**src/rtl/vape_boundary_mc_pkg.sv**
```systemverilog
// vape_pkg: shared state encoding, abort-cause bit positions and default address width for the VAPE boundary monitor.
package vape_pkg;
    localparam int VAPE_ADDR_W = 16;
    localparam int CAUSE_WR = 0;
    localparam int CAUSE_CFG = 1;
    typedef enum logic {VAPE_ABORT = 1'b0, VAPE_EXEC = 1'b1} vape_state_e;
endpackage

```
**src/rtl/vape_boundary_mc_if.sv**
```systemverilog
// vape_boundary_mc_if: monitor bus bundle; abort_cnt exists only when VAPE_ABORT_CNT_EN is defined.
interface vape_boundary_mc_if #(
    parameter int NUM_CH = 4,
    parameter int ADDR_W = vape_pkg::VAPE_ADDR_W
`ifdef VAPE_ABORT_CNT_EN
    , parameter int CNT_W = 8
`endif
);
    logic [ADDR_W-1:0] pc;
    logic [ADDR_W-1:0] data_addr;
    logic data_en;
    logic [ADDR_W-1:0] dma_addr;
    logic dma_en;
    logic [NUM_CH*ADDR_W-1:0] er_min;
    logic [NUM_CH*ADDR_W-1:0] meta_min;
    logic [NUM_CH*ADDR_W-1:0] meta_max;
    logic [NUM_CH-1:0] cause_clr;
    logic [NUM_CH-1:0] exec;
    logic [2*NUM_CH-1:0] abort_cause;
`ifdef VAPE_ABORT_CNT_EN
    logic [NUM_CH*CNT_W-1:0] abort_cnt;
`endif
    modport master (
        output pc, data_addr, data_en, dma_addr, dma_en, er_min, meta_min, meta_max, cause_clr,
        input exec, abort_cause
`ifdef VAPE_ABORT_CNT_EN
        , input abort_cnt
`endif
    );
    modport slave (
        input pc, data_addr, data_en, dma_addr, dma_en, er_min, meta_min, meta_max, cause_clr,
        output exec, abort_cause
`ifdef VAPE_ABORT_CNT_EN
        , output abort_cnt
`endif
    );
endinterface

```
**src/rtl/vape_boundary_mc_ch.sv**
```systemverilog
// vape_boundary_ch: one channel's window compare, EXEC/ABORT FSM, bounds history, sticky cause and optional abort counter (VAPE_ABORT_CNT_EN).
module vape_boundary_ch
    import vape_pkg::*;
#(
    parameter int ADDR_W = VAPE_ADDR_W
`ifdef VAPE_ABORT_CNT_EN
    , parameter int CNT_W = 8
`endif
) (
    input  logic clk,
    input  logic reset_n,
    input  logic [ADDR_W-1:0] pc,
    input  logic [ADDR_W-1:0] data_addr,
    input  logic data_en,
    input  logic [ADDR_W-1:0] dma_addr,
    input  logic dma_en,
    input  logic [ADDR_W-1:0] er_min,
    input  logic [ADDR_W-1:0] meta_min,
    input  logic [ADDR_W-1:0] meta_max,
    input  logic cause_clr,
    output logic exec,
    output logic [1:0] cause
`ifdef VAPE_ABORT_CNT_EN
    , output logic [CNT_W-1:0] cnt
`endif
);
    vape_state_e state, state_nx;
    logic [ADDR_W-1:0] prev_er, prev_min, prev_max;
    logic prev_vld, wr, cfg_chg, bad, kill, abort_ev;
    logic [1:0] cause_nx;
    assign wr = (data_en && data_addr >= meta_min && data_addr <= meta_max) ||
                (dma_en && dma_addr >= meta_min && dma_addr <= meta_max);
    assign cfg_chg = prev_vld && {er_min, meta_min, meta_max} != {prev_er, prev_min, prev_max};
    assign bad = meta_min > meta_max;
    assign kill = wr || cfg_chg || bad;
    assign abort_ev = state == VAPE_EXEC && kill;
    assign exec = state == VAPE_EXEC;
    always_comb begin
        state_nx = state == VAPE_EXEC ? (kill ? VAPE_ABORT : VAPE_EXEC)
                                      : (pc == er_min && !kill ? VAPE_EXEC : VAPE_ABORT);
        cause_nx = cause_clr ? 2'b00 : cause;
        cause_nx[CAUSE_WR] = cause_nx[CAUSE_WR] | (abort_ev & wr);
        cause_nx[CAUSE_CFG] = cause_nx[CAUSE_CFG] | (abort_ev & cfg_chg);
    end
    // prev_vld masks the first edge after reset so initial bounds never count as a change
    always_ff @(posedge clk or negedge reset_n) begin
        if (!reset_n) begin
            state <= VAPE_ABORT;
            cause <= '0;
            prev_vld <= 1'b0;
            prev_er <= '0;
            prev_min <= '0;
            prev_max <= '0;
        end else begin
            state <= state_nx;
            cause <= cause_nx;
            prev_vld <= 1'b1;
            prev_er <= er_min;
            prev_min <= meta_min;
            prev_max <= meta_max;
        end
    end
`ifdef VAPE_ABORT_CNT_EN
    always_ff @(posedge clk or negedge reset_n) begin
        if (!reset_n) cnt <= '0;
        else if (abort_ev && cnt != '1) cnt <= cnt + 1'b1;
    end
`endif
endmodule

```
**src/rtl/vape_boundary_mc.sv**
```systemverilog
// vape_boundary_mc: NUM_CH independent execution/metadata boundary monitors over flattened buses.
// Optional per-channel abort counters are enabled with VAPE_ABORT_CNT_EN.
module vape_boundary_mc
    import vape_pkg::*;
#(
    parameter int NUM_CH = 4,
    parameter int ADDR_W = VAPE_ADDR_W,
    parameter int CNT_W = 8
) (
    input logic clk,
    input logic reset_n,
    vape_boundary_mc_if.slave bus
);
    if (NUM_CH < 1 || NUM_CH > 8 || CNT_W < 1) begin : g_bad_cfg
        $error("vape_boundary_mc: NUM_CH must be 1..8 and CNT_W >= 1");
    end
    for (genvar i = 0; i < NUM_CH; i++) begin : g_ch
        vape_boundary_ch #(
            .ADDR_W(ADDR_W)
`ifdef VAPE_ABORT_CNT_EN
            , .CNT_W(CNT_W)
`endif
        ) u_ch (
            .clk(clk),
            .reset_n(reset_n),
            .pc(bus.pc),
            .data_addr(bus.data_addr),
            .data_en(bus.data_en),
            .dma_addr(bus.dma_addr),
            .dma_en(bus.dma_en),
            .er_min(bus.er_min[i*ADDR_W +: ADDR_W]),
            .meta_min(bus.meta_min[i*ADDR_W +: ADDR_W]),
            .meta_max(bus.meta_max[i*ADDR_W +: ADDR_W]),
            .cause_clr(bus.cause_clr[i]),
            .exec(bus.exec[i]),
            .cause(bus.abort_cause[2*i +: 2])
`ifdef VAPE_ABORT_CNT_EN
            , .cnt(bus.abort_cnt[i*CNT_W +: CNT_W])
`endif
        );
    end
endmodule

```
**src/flat_wrapper.sv**
```systemverilog
// flat-port wrapper written by rule: the top's interface ports become plain ports
module vape_boundary_mc_flat import vape_pkg::*;
#(
    parameter int NUM_CH = 4,
    parameter int ADDR_W = VAPE_ADDR_W,
    parameter int CNT_W = 8
)
  (clk, reset_n, bus_pc, bus_data_addr, bus_data_en, bus_dma_addr, bus_dma_en, bus_er_min, bus_meta_min, bus_meta_max, bus_cause_clr, bus_exec, bus_abort_cause);
  vape_boundary_mc_if #(.NUM_CH(NUM_CH), .ADDR_W(ADDR_W)) bus_i ();
  input logic clk;
  input logic reset_n;
  input wire logic [$bits(bus_i.pc)-1:0] bus_pc;
  input wire logic [$bits(bus_i.data_addr)-1:0] bus_data_addr;
  input wire logic [$bits(bus_i.data_en)-1:0] bus_data_en;
  input wire logic [$bits(bus_i.dma_addr)-1:0] bus_dma_addr;
  input wire logic [$bits(bus_i.dma_en)-1:0] bus_dma_en;
  input wire logic [$bits(bus_i.er_min)-1:0] bus_er_min;
  input wire logic [$bits(bus_i.meta_min)-1:0] bus_meta_min;
  input wire logic [$bits(bus_i.meta_max)-1:0] bus_meta_max;
  input wire logic [$bits(bus_i.cause_clr)-1:0] bus_cause_clr;
  output wire logic [$bits(bus_i.exec)-1:0] bus_exec;
  output wire logic [$bits(bus_i.abort_cause)-1:0] bus_abort_cause;
  assign bus_i.pc = bus_pc;
  assign bus_i.data_addr = bus_data_addr;
  assign bus_i.data_en = bus_data_en;
  assign bus_i.dma_addr = bus_dma_addr;
  assign bus_i.dma_en = bus_dma_en;
  assign bus_i.er_min = bus_er_min;
  assign bus_i.meta_min = bus_meta_min;
  assign bus_i.meta_max = bus_meta_max;
  assign bus_i.cause_clr = bus_cause_clr;
  assign bus_exec = bus_i.exec;
  assign bus_abort_cause = bus_i.abort_cause;
  vape_boundary_mc #(.NUM_CH(NUM_CH), .ADDR_W(ADDR_W), .CNT_W(CNT_W)) u_core (.clk(clk), .reset_n(reset_n), .bus(bus_i));
endmodule
```
**config.mk**
```make
export PLATFORM = sky130hd
export DESIGN_NAME = vape_boundary_mc_flat
export DESIGN_NICKNAME = d
export VERILOG_FILES = /design/src/rtl/vape_boundary_mc_pkg.sv /design/src/rtl/vape_boundary_mc_if.sv /design/src/rtl/vape_boundary_mc_ch.sv /design/src/rtl/vape_boundary_mc.sv /design/src/flat_wrapper.sv
export SDC_FILE = /design/constraint.sdc
export NUM_CORES = 1
export LEC_CHECK = 0
export CAP_MARGIN = 20
export CORE_MARGIN = 2
export CORE_UTILIZATION = 47
export CTS_CLUSTER_SIZE = 14
export DETAILED_ROUTE_END_ITERATION = 12
export PLACE_DENSITY = 0.72
export SETUP_SLACK_MARGIN = 0.5
export SYNTH_ARGS = -nofsm -noshare
export SYNTH_HDL_FRONTEND = slang
export SYNTH_SLANG_ARGS = --single-unit
```
**constraint.sdc**
```tcl
create_clock -name clk -period 2.6 [get_ports clk]
set_clock_uncertainty 0.2 [all_clocks]
set_input_delay 0.39 -clock clk [delete_from_list [all_inputs] [get_ports clk]]
set_output_delay 0.39 -clock clk [all_outputs]
set_load 0.03 [all_outputs]
```
==> flow_summary_export.csv, run 1 <==
group,metric,value,unit
min_path,hold_path_class,"primary input to flop",
grt,grt_start_max_net_pins,71,
logic_synthesis,postSynth.asyncResetShare,1.00,
timing,min_period_over_period,0.872,
cts,clock_latency,0.54,ns
grt,first_global_vias,15800,
logic_synthesis,yosys_register_bits,205,
setup_path,worstSetupEndpoint,"u_core.g_ch[0].u_ch.exec$_DFF_PN0_",
logic_synthesis,synth_cells,1521,
setup_path,startpoint_type,"primary input",
timing,achievable-frequency,441,MHz
die,die_x,185,um
place,postPlaceCellArea,21800,sq um
grt,grt_first_pass_wirelength,91.7,mm
setup_path,r2r_end,"u_core.g_ch[3].u_ch.exec$_DFF_PN0_",
final_layout,stdcell_area,24400,sq um
grt,globalRouteTotalUtil,0.361,
die,rows,66,
detailed_routing,vias_post_dr,15400,
place,dp_worst_setup_slack,-0.666,ns
logic_synthesis,ys_types,48,
pwr,leakagePower,11.8,nW
setup_path,crit_type,"primary input to flop",
timing,worst_slew_pin_slew,0.641,ns
setup_path,timing.reg2reg.worst_path_depth,7,
timing,finalSetupViolCount,0,
timing,unrepaired_setup_endpoints_after_global_routing,"yes",
final_layout,antenna-diode-count,0,
final_layout,finish.cell_count_without_fillers,2707,
timing,finalHoldViolations,0,
detailed_routing,drc,0,
timing,finalWorstPathRequiredPeriod,2.27,ns
final_layout,commonest_cells_after_routing_fill_and_taps_aside,"360 x sky130_fd_sc_hd__buf_4, 270 x sky130_fd_sc_hd__ha_1, 205 x sky130_fd_sc_hd__dfrtp_1",
die,dieArea,34200,sq um
place,post-place-cells,2568,
grt,grt_overflow_total,0,
setup_path,endpoint_kind,"flop",
logic_synthesis,yosys_most_used_dff,"sky130_fd_sc_hd__dfrtp_1",
cts,cts_htree_levels,1,
grt,antenna_found_initial,2,
die,core_region_area,32400,sq um
final_layout,layout_cells_sized_above_1,0.309,
logic_synthesis,syn_nets,2089,
pwr,pwr_density_cell,421,nW/um^2
place,hpwl,48.6,mm
timing,final.setup.worst_slack,0.332,ns
cts,cts_bufs_inserted,24,
final_layout,layout_commonest_cell,"sky130_fd_sc_hd__buf_4",
cts,cts-root-to-sink-buffers,3,
run_status,status,"finished clean",
logic_synthesis,synthesis.area_per_instance,10.1,sq um
cts,cts_root_buffer,"sky130_fd_sc_hd__clkbuf_16",
timing,timing.setup.tns,0,ns
final_layout,final_nets,2817,
cts,tritoncts,"built",
die,ioPinCount,260,
setup_path,critical_path_required,2.84,ns
place,port_buffers,259,
setup_path,critical_r2r_launch,"u_core.g_ch[3].u_ch.prev_min[10]$_DFF_PN0_",
detailed_routing,detail-route-antenna-nets,0,
logic_synthesis,synth.yosys.seq_area_share,0.333,
detailed_routing,first_iter_violations,1049,
place,gpl.final_weighted_congestion,0.969,
detailed_routing,route.final.wire_length,63.2,mm
detailed_routing,detailedRoute.firstPassIterationCount,7,
cts,clock_sink_count,205,
run,timing.max_cap.violations,0,
die,die_h,185,um
detailed_routing,post_drt_wl_per_cell,23.3,um
logic_synthesis,synthesis.yosys.warnings,0,
timing,max-slew-margin-rel,0.573,
die,effective_utilization_at_floorplan,0.476,
detailed_routing,route.detailed.vias_per_inst,5.69,
final_layout,filler_cell_count,2226,
final_layout,area_added_between_synthesis_and_finish,58.8,%
pwr,peakVddDrop,455,uV
cts,register_clock_pin_slew_on_the_reported_worst_setup_and_hold_paths,0.06,ns
setup_path,crit_path_start,"bus_dma_addr[0]",
setup_path,reg2reg_slack,0.36,ns
logic_synthesis,synth.cell_area,15400,sq um
timing,drv_slew,0,
logic_synthesis,count_of_flip_flops_with_a_built_in_enable_after_synthesis,0,
setup_path,worst-path-max-fanout,3,
setup_path,crit_arrival,2.51,ns
[Yosys cell counts, types with 7 or more instances]
cell,instances,share of area
sky130_fd_sc_hd__nor2_1,24,0.0059
sky130_fd_sc_hd__xnor2_1,64,0.036
sky130_fd_sc_hd__dfrtp_1,205,0.33
sky130_fd_sc_hd__clkbuf_1,15,0.0037
sky130_fd_sc_hd__o21ai_0,29,0.0094
sky130_fd_sc_hd__inv_1,148,0.036
sky130_fd_sc_hd__a221o_1,7,0.0046
sky130_fd_sc_hd__xor2_1,192,0.11
sky130_fd_sc_hd__nor4_1,62,0.025
sky130_fd_sc_hd__nor3_1,7,0.0023
sky130_fd_sc_hd__ha_1,320,0.26
sky130_fd_sc_hd__a21oi_1,118,0.038
sky130_fd_sc_hd__nand2_1,56,0.014
sky130_fd_sc_hd__nand3_1,40,0.013
sky130_fd_sc_hd__nand4_1,93,0.038
sky130_fd_sc_hd__o31ai_1,11,0.0054
sky130_fd_sc_hd__a21o_1,13,0.0063
sky130_fd_sc_hd__nor2b_1,11,0.0045
sky130_fd_sc_hd__o21a_1,8,0.0039
sky130_fd_sc_hd__a221oi_1,8,0.0046
sky130_fd_sc_hd__o211ai_1,9,0.0044
sky130_fd_sc_hd__a211oi_1,14,0.0068
sky130_fd_sc_hd__nand2b_1,9,0.0037
[timing repair]
| action | 4_1_cts | 5_1_grt |
|---|---|---|
| pin swaps | 104 | 83 |
| buffers inserted | 46 | 11 |
| hold buffers | 25 | 15 |
| gates resized for setup | 399 | 112 |
| endpoints found under the hold margin | 88 | 15 |
| setup endpoints to repair | 23 | 11 |
[logic make-up after synthesis]
logic type | Yosys count | share of synthesized area
buffers and inverters | 168 | 0.0419
other | 1 | 0.000244
AOI/OAI and AO/OA | 255 | 0.106
adders and majority gates | 320 | 0.260
and+or+nand+nor | 316 | 0.113
xor gates and xnor gates | 256 | 0.146
DFF | 205 | 0.333
[where the power goes]
part | leakage (nW) | switching (mW) | total (mW) | internal (mW)
Clock | 0.411 | 1.45 | 3.59 | 2.15
Combinational | 8.94 | 1.68 | 3.29 | 1.61
Sequential | 2.42 | 0.0746 | 3.42 | 3.34
Total | 11.8 | 3.20 | 10.3 | 7.10
[state kept, by name, indices dropped and copies added (netlist names)]
register                   cells
u_core.g_ch.u_ch.prev_er      64
u_core.g_ch.u_ch.prev_vld      1
u_core.g_ch.u_ch.exec          4
u_core.g_ch.u_ch.cause         8
u_core.g_ch.u_ch.prev_min     64
u_core.g_ch.u_ch.prev_max     64
[worst min-delay path by stage]
stage | from | cells after the start | to | slack (ns)
2_1_floorplan | reset_n | 0 | u_core.g_ch[0].u_ch.cause[0]$_DFF_PN0_ | -0.11
3_3_place_gp | reset_n | 1 | u_core.g_ch[3].u_ch.prev_max[7]$_DFF_PN0_ | 0.25
3_5_place_dp | reset_n | 1 | u_core.g_ch[3].u_ch.prev_max[3]$_DFF_PN0_ | 0.26
4_1_cts | bus_meta_max[21] | 1 | u_core.g_ch[1].u_ch.prev_max[5]$_DFF_PN0_ | 0.006
5_1_grt | bus_meta_min[15] | 2 | u_core.g_ch[0].u_ch.prev_min[15]$_DFF_PN0_ | -0.002
6_report | bus_meta_min[15] | 2 | u_core.g_ch[0].u_ch.prev_min[15]$_DFF_PN0_ | 0.002
[metrics by stage]
stage / total power [mW] / hold slack (ns) / utilization
after detailed placement: 6.34 / 0.260 / 0.673
after floorplan: 4.66 / -0.106 / -
after global routing: 10.7 / -0.00170 / 0.755
after CTS: 10.1 / 0.00559 / 0.737
final: 10.3 / 0.00249 / 0.755
after global placement: 6.24 / 0.254 / 0.673
[routing by layer]
| layer | GRT usage | wire (um) | up-vias |
|---|---|---|---|
| li1 | - | - | 6998 |
| met1 | 0.467 | 25900 | 7462 |
| met2 | 0.591 | 28500 | 717 |
| met3 | 0.0482 | 4590 | 225 |
| met4 | 0.188 | 4180 | 6 |
| met5 | 0.0148 | 90 | - |
[cell type report]
type	instances	area, sq um	share of cell area
multi-input cells	1148	10900	0.444
clock inverters	7	92.6	0.00379
well taps	442	553	0.0226
clock buffers	35	733	0.0300
flip-flops and latches	205	5130	0.210
repair buffers	722	6480	0.265
inverters	148	608	0.0249
[worst max-delay path: stages]
cell and delay [ns]:
sky130_fd_sc_hd__buf_6 0.07, sky130_fd_sc_hd__clkinvlp_4 0.14, sky130_fd_sc_hd__buf_4 0.17, sky130_fd_sc_hd__buf_6 0.11, sky130_fd_sc_hd__ha_4 0.19, sky130_fd_sc_hd__nand2b_4 0.14
sky130_fd_sc_hd__a2111oi_4 0.36, sky130_fd_sc_hd__o31ai_2 0.12, sky130_fd_sc_hd__a2111oi_2 0.44, sky130_fd_sc_hd__a2111o_1 0.18, sky130_fd_sc_hd__nor4bb_4 0.18
No activity file was read; power rests on OpenSTA's default activity.
==> run 2: changes to the inputs <==
--- a/config.mk
+++ b/config.mk
@@ -5,11 +5,12 @@
 export SDC_FILE = /design/constraint.sdc
 export NUM_CORES = 1
 export LEC_CHECK = 0
+export ABC_CLOCK_PERIOD_IN_PS = 2600
 export CAP_MARGIN = 20
-export CORE_MARGIN = 2
 export CORE_UTILIZATION = 47
 export CTS_CLUSTER_SIZE = 14
 export DETAILED_ROUTE_END_ITERATION = 12
+export MAX_ROUTING_LAYER = met4
 export PLACE_DENSITY = 0.72
 export SETUP_SLACK_MARGIN = 0.5
 export SYNTH_ARGS = -nofsm -noshare
==> flow_summary_export.csv, run 2 (synthesis results as in run 1) <==
group,metric,value,unit
grt,grt_overflow_total,0,
cts,tritoncts,"built",
run,timing.max_cap.violations,0,
pwr,peakVddDrop,489,uV
detailed_routing,first_iter_violations,1003,
detailed_routing,route.final.wire_length,64.5,mm
final_layout,area_added_between_synthesis_and_finish,59.2,%
setup_path,startpoint_type,"primary input",
setup_path,worst-path-max-fanout,3,
place,port_buffers,259,
timing,timing.setup.tns,0,ns
die,rows,65,
cts,clock_latency,0.55,ns
die,ioPinCount,260,
final_layout,commonest_cells_after_routing_fill_and_taps_aside,"372 x sky130_fd_sc_hd__buf_4, 263 x sky130_fd_sc_hd__ha_1, 205 x sky130_fd_sc_hd__dfrtp_1",
detailed_routing,detailedRoute.firstPassIterationCount,5,
timing,drv_slew,0,
cts,register_clock_pin_slew_on_the_reported_worst_setup_and_hold_paths,0.06,ns
cts,cts-root-to-sink-buffers,3,
pwr,leakagePower,11.8,nW
grt,grt_start_max_net_pins,62,
timing,finalWorstPathRequiredPeriod,2.33,ns
die,core_region_area,31900,sq um
final_layout,layout_cells_sized_above_1,0.317,
cts,clock_sink_count,205,
final_layout,antenna-diode-count,0,
grt,first_global_vias,15800,
place,hpwl,50.2,mm
grt,grt_first_pass_wirelength,92.4,mm
pwr,pwr_density_cell,415,nW/um^2
die,die_x,183,um
grt,antenna_found_initial,0,
timing,max-slew-margin-rel,0.452,
timing,min_period_over_period,0.895,
detailed_routing,drc,0,
min_path,hold_path_class,"primary input to flop",
cts,cts_root_buffer,"sky130_fd_sc_hd__clkbuf_16",
detailed_routing,route.detailed.vias_per_inst,5.62,
final_layout,reg_top3,"u_core.g_ch.u_ch.prev_er (64), u_core.g_ch.u_ch.prev_max (64), u_core.g_ch.u_ch.prev_min (64)",
final_layout,layout_commonest_cell,"sky130_fd_sc_hd__buf_4",
timing,finalHoldViolations,0,
die,dieArea,33500,sq um
detailed_routing,detail-route-antenna-nets,0,
place,gpl.final_weighted_congestion,1.02,
grt,globalRouteTotalUtil,0.386,
cts,cts_bufs_inserted,24,
cts,cts_htree_levels,1,
setup_path,crit_type,"primary input to flop",
setup_path,endpoint_kind,"flop",
timing,achievable-frequency,430,MHz
detailed_routing,vias_post_dr,15200,
timing,worst_slew_pin_slew,0.822,ns
final_layout,final_nets,2822,
die,effective_utilization_at_floorplan,0.483,
run_status,status,"finished clean",
setup_path,critical_path_required,2.82,ns
pwr,p_total,10.2,mW
timing,finalSetupViolCount,0,
timing,unrepaired_setup_endpoints_after_global_routing,"yes",
final_layout,utilization,0.769,
die,die_h,183,um
detailed_routing,post_drt_wl_per_cell,23.8,um
setup_path,crit_arrival,2.54,ns
-- run 2: cell count changes in the layout (fill, tap and decap cells not counted), sizes merged, moves of 2 or more --
cell | before | now
dlygate4sd2 | 89 | 99
dlygate4sd3 | 40 | 35
clkinv | 4 | 8
dlymetal6s2s | 19 | 16
buf | 444 | 446
-- run 2: through the flow --
step	cells	cell area [sq um]	setup WS (ns)	hold slack [ns]
after floorplan	1521	15600	0.199	-0.106
after global placement	2586	21900	-0.514	0.210
after detailed placement	2586	21900	-0.615	0.218
after CTS	2683	23700	0.341	0.00168
after global routing	2707	24500	0.221	0.0176
final	2707	24500	0.273	0.0146
-- run 2: per-layer routing --
layer | GRT usage | up-vias | share of wire
met5 | - | - | 0
met4 | 0.185 | 0 | 0.051
met3 | 0.0860 | 200 | 0.083
met2 | 0.598 | 672 | 0.46
met1 | 0.478 | 7326 | 0.41
li1 | - | 7010 | -
-- run 2: worst max-delay path: stages --
cell	delay [ns]
sky130_fd_sc_hd__clkdlybuf4s50_1	0.51
sky130_fd_sc_hd__inv_2	0.09
sky130_fd_sc_hd__ha_4	0.25
sky130_fd_sc_hd__nand4_1	0.19
sky130_fd_sc_hd__inv_1	0.09
sky130_fd_sc_hd__a221oi_2	0.30
sky130_fd_sc_hd__nor2_1	0.12
sky130_fd_sc_hd__a2111o_1	0.43
sky130_fd_sc_hd__nor4bb_4	0.18
-- run 2: final cells by class --
| class | count | area [sq um] |
|---|---|---|
| Tap cell | 435 | 544 |
| Inverter | 148 | 606 |
| Fill cell | 2138 | 7380 |
| Multi-Input combinational cell | 1148 | 10900 |
| Timing Repair Buffer | 727 | 6510 |
| Clock buffer | 34 | 708 |
| Sequential cell | 205 | 5130 |
| Clock inverter | 10 | 88.8 |
-- run 2: report_power, final --
group          internal [mW]  leakage, nW  total (mW)  switching (mW)
Sequential              3.34         2.42        3.42          0.0784
Combinational           1.63         8.94        3.32            1.69
Clock                   1.99        0.398        3.43            1.43
Total                   6.96         11.8        10.2            3.20
-- run 2: final timing paths --
check                                                      startpoint                                    endpoint  slack, ns  depth (start not counted)
min                                                  bus_meta_max[44]  u_core.g_ch[2].u_ch.prev_max[12]$_DFF_PN0_       0.01                          2
max reg2reg                u_core.g_ch[2].u_ch.prev_min[14]$_DFF_PN0_          u_core.g_ch[2].u_ch.exec$_DFF_PN0_       0.33                          7
max in group asynchronous                                     reset_n    u_core.g_ch[3].u_ch.prev_er[4]$_DFF_PN0_       1.24                          3
min reg2reg                    u_core.g_ch[2].u_ch.cause[1]$_DFF_PN0_      u_core.g_ch[2].u_ch.cause[1]$_DFF_PN0_       0.32                          2
min in group asynchronous                                     reset_n   u_core.g_ch[0].u_ch.prev_min[0]$_DFF_PN0_       0.23                          2
max                                                  bus_meta_max[14]          u_core.g_ch[0].u_ch.exec$_DFF_PN0_       0.27                          9
-- run 2: timing repair --
item	in CTS	in global routing
endpoints found under the hold margin	67	19
buffers inserted	37	5
setup endpoints to repair	23	11
pin swaps	91	97
gates resized for setup	377	129
hold buffers	16	19
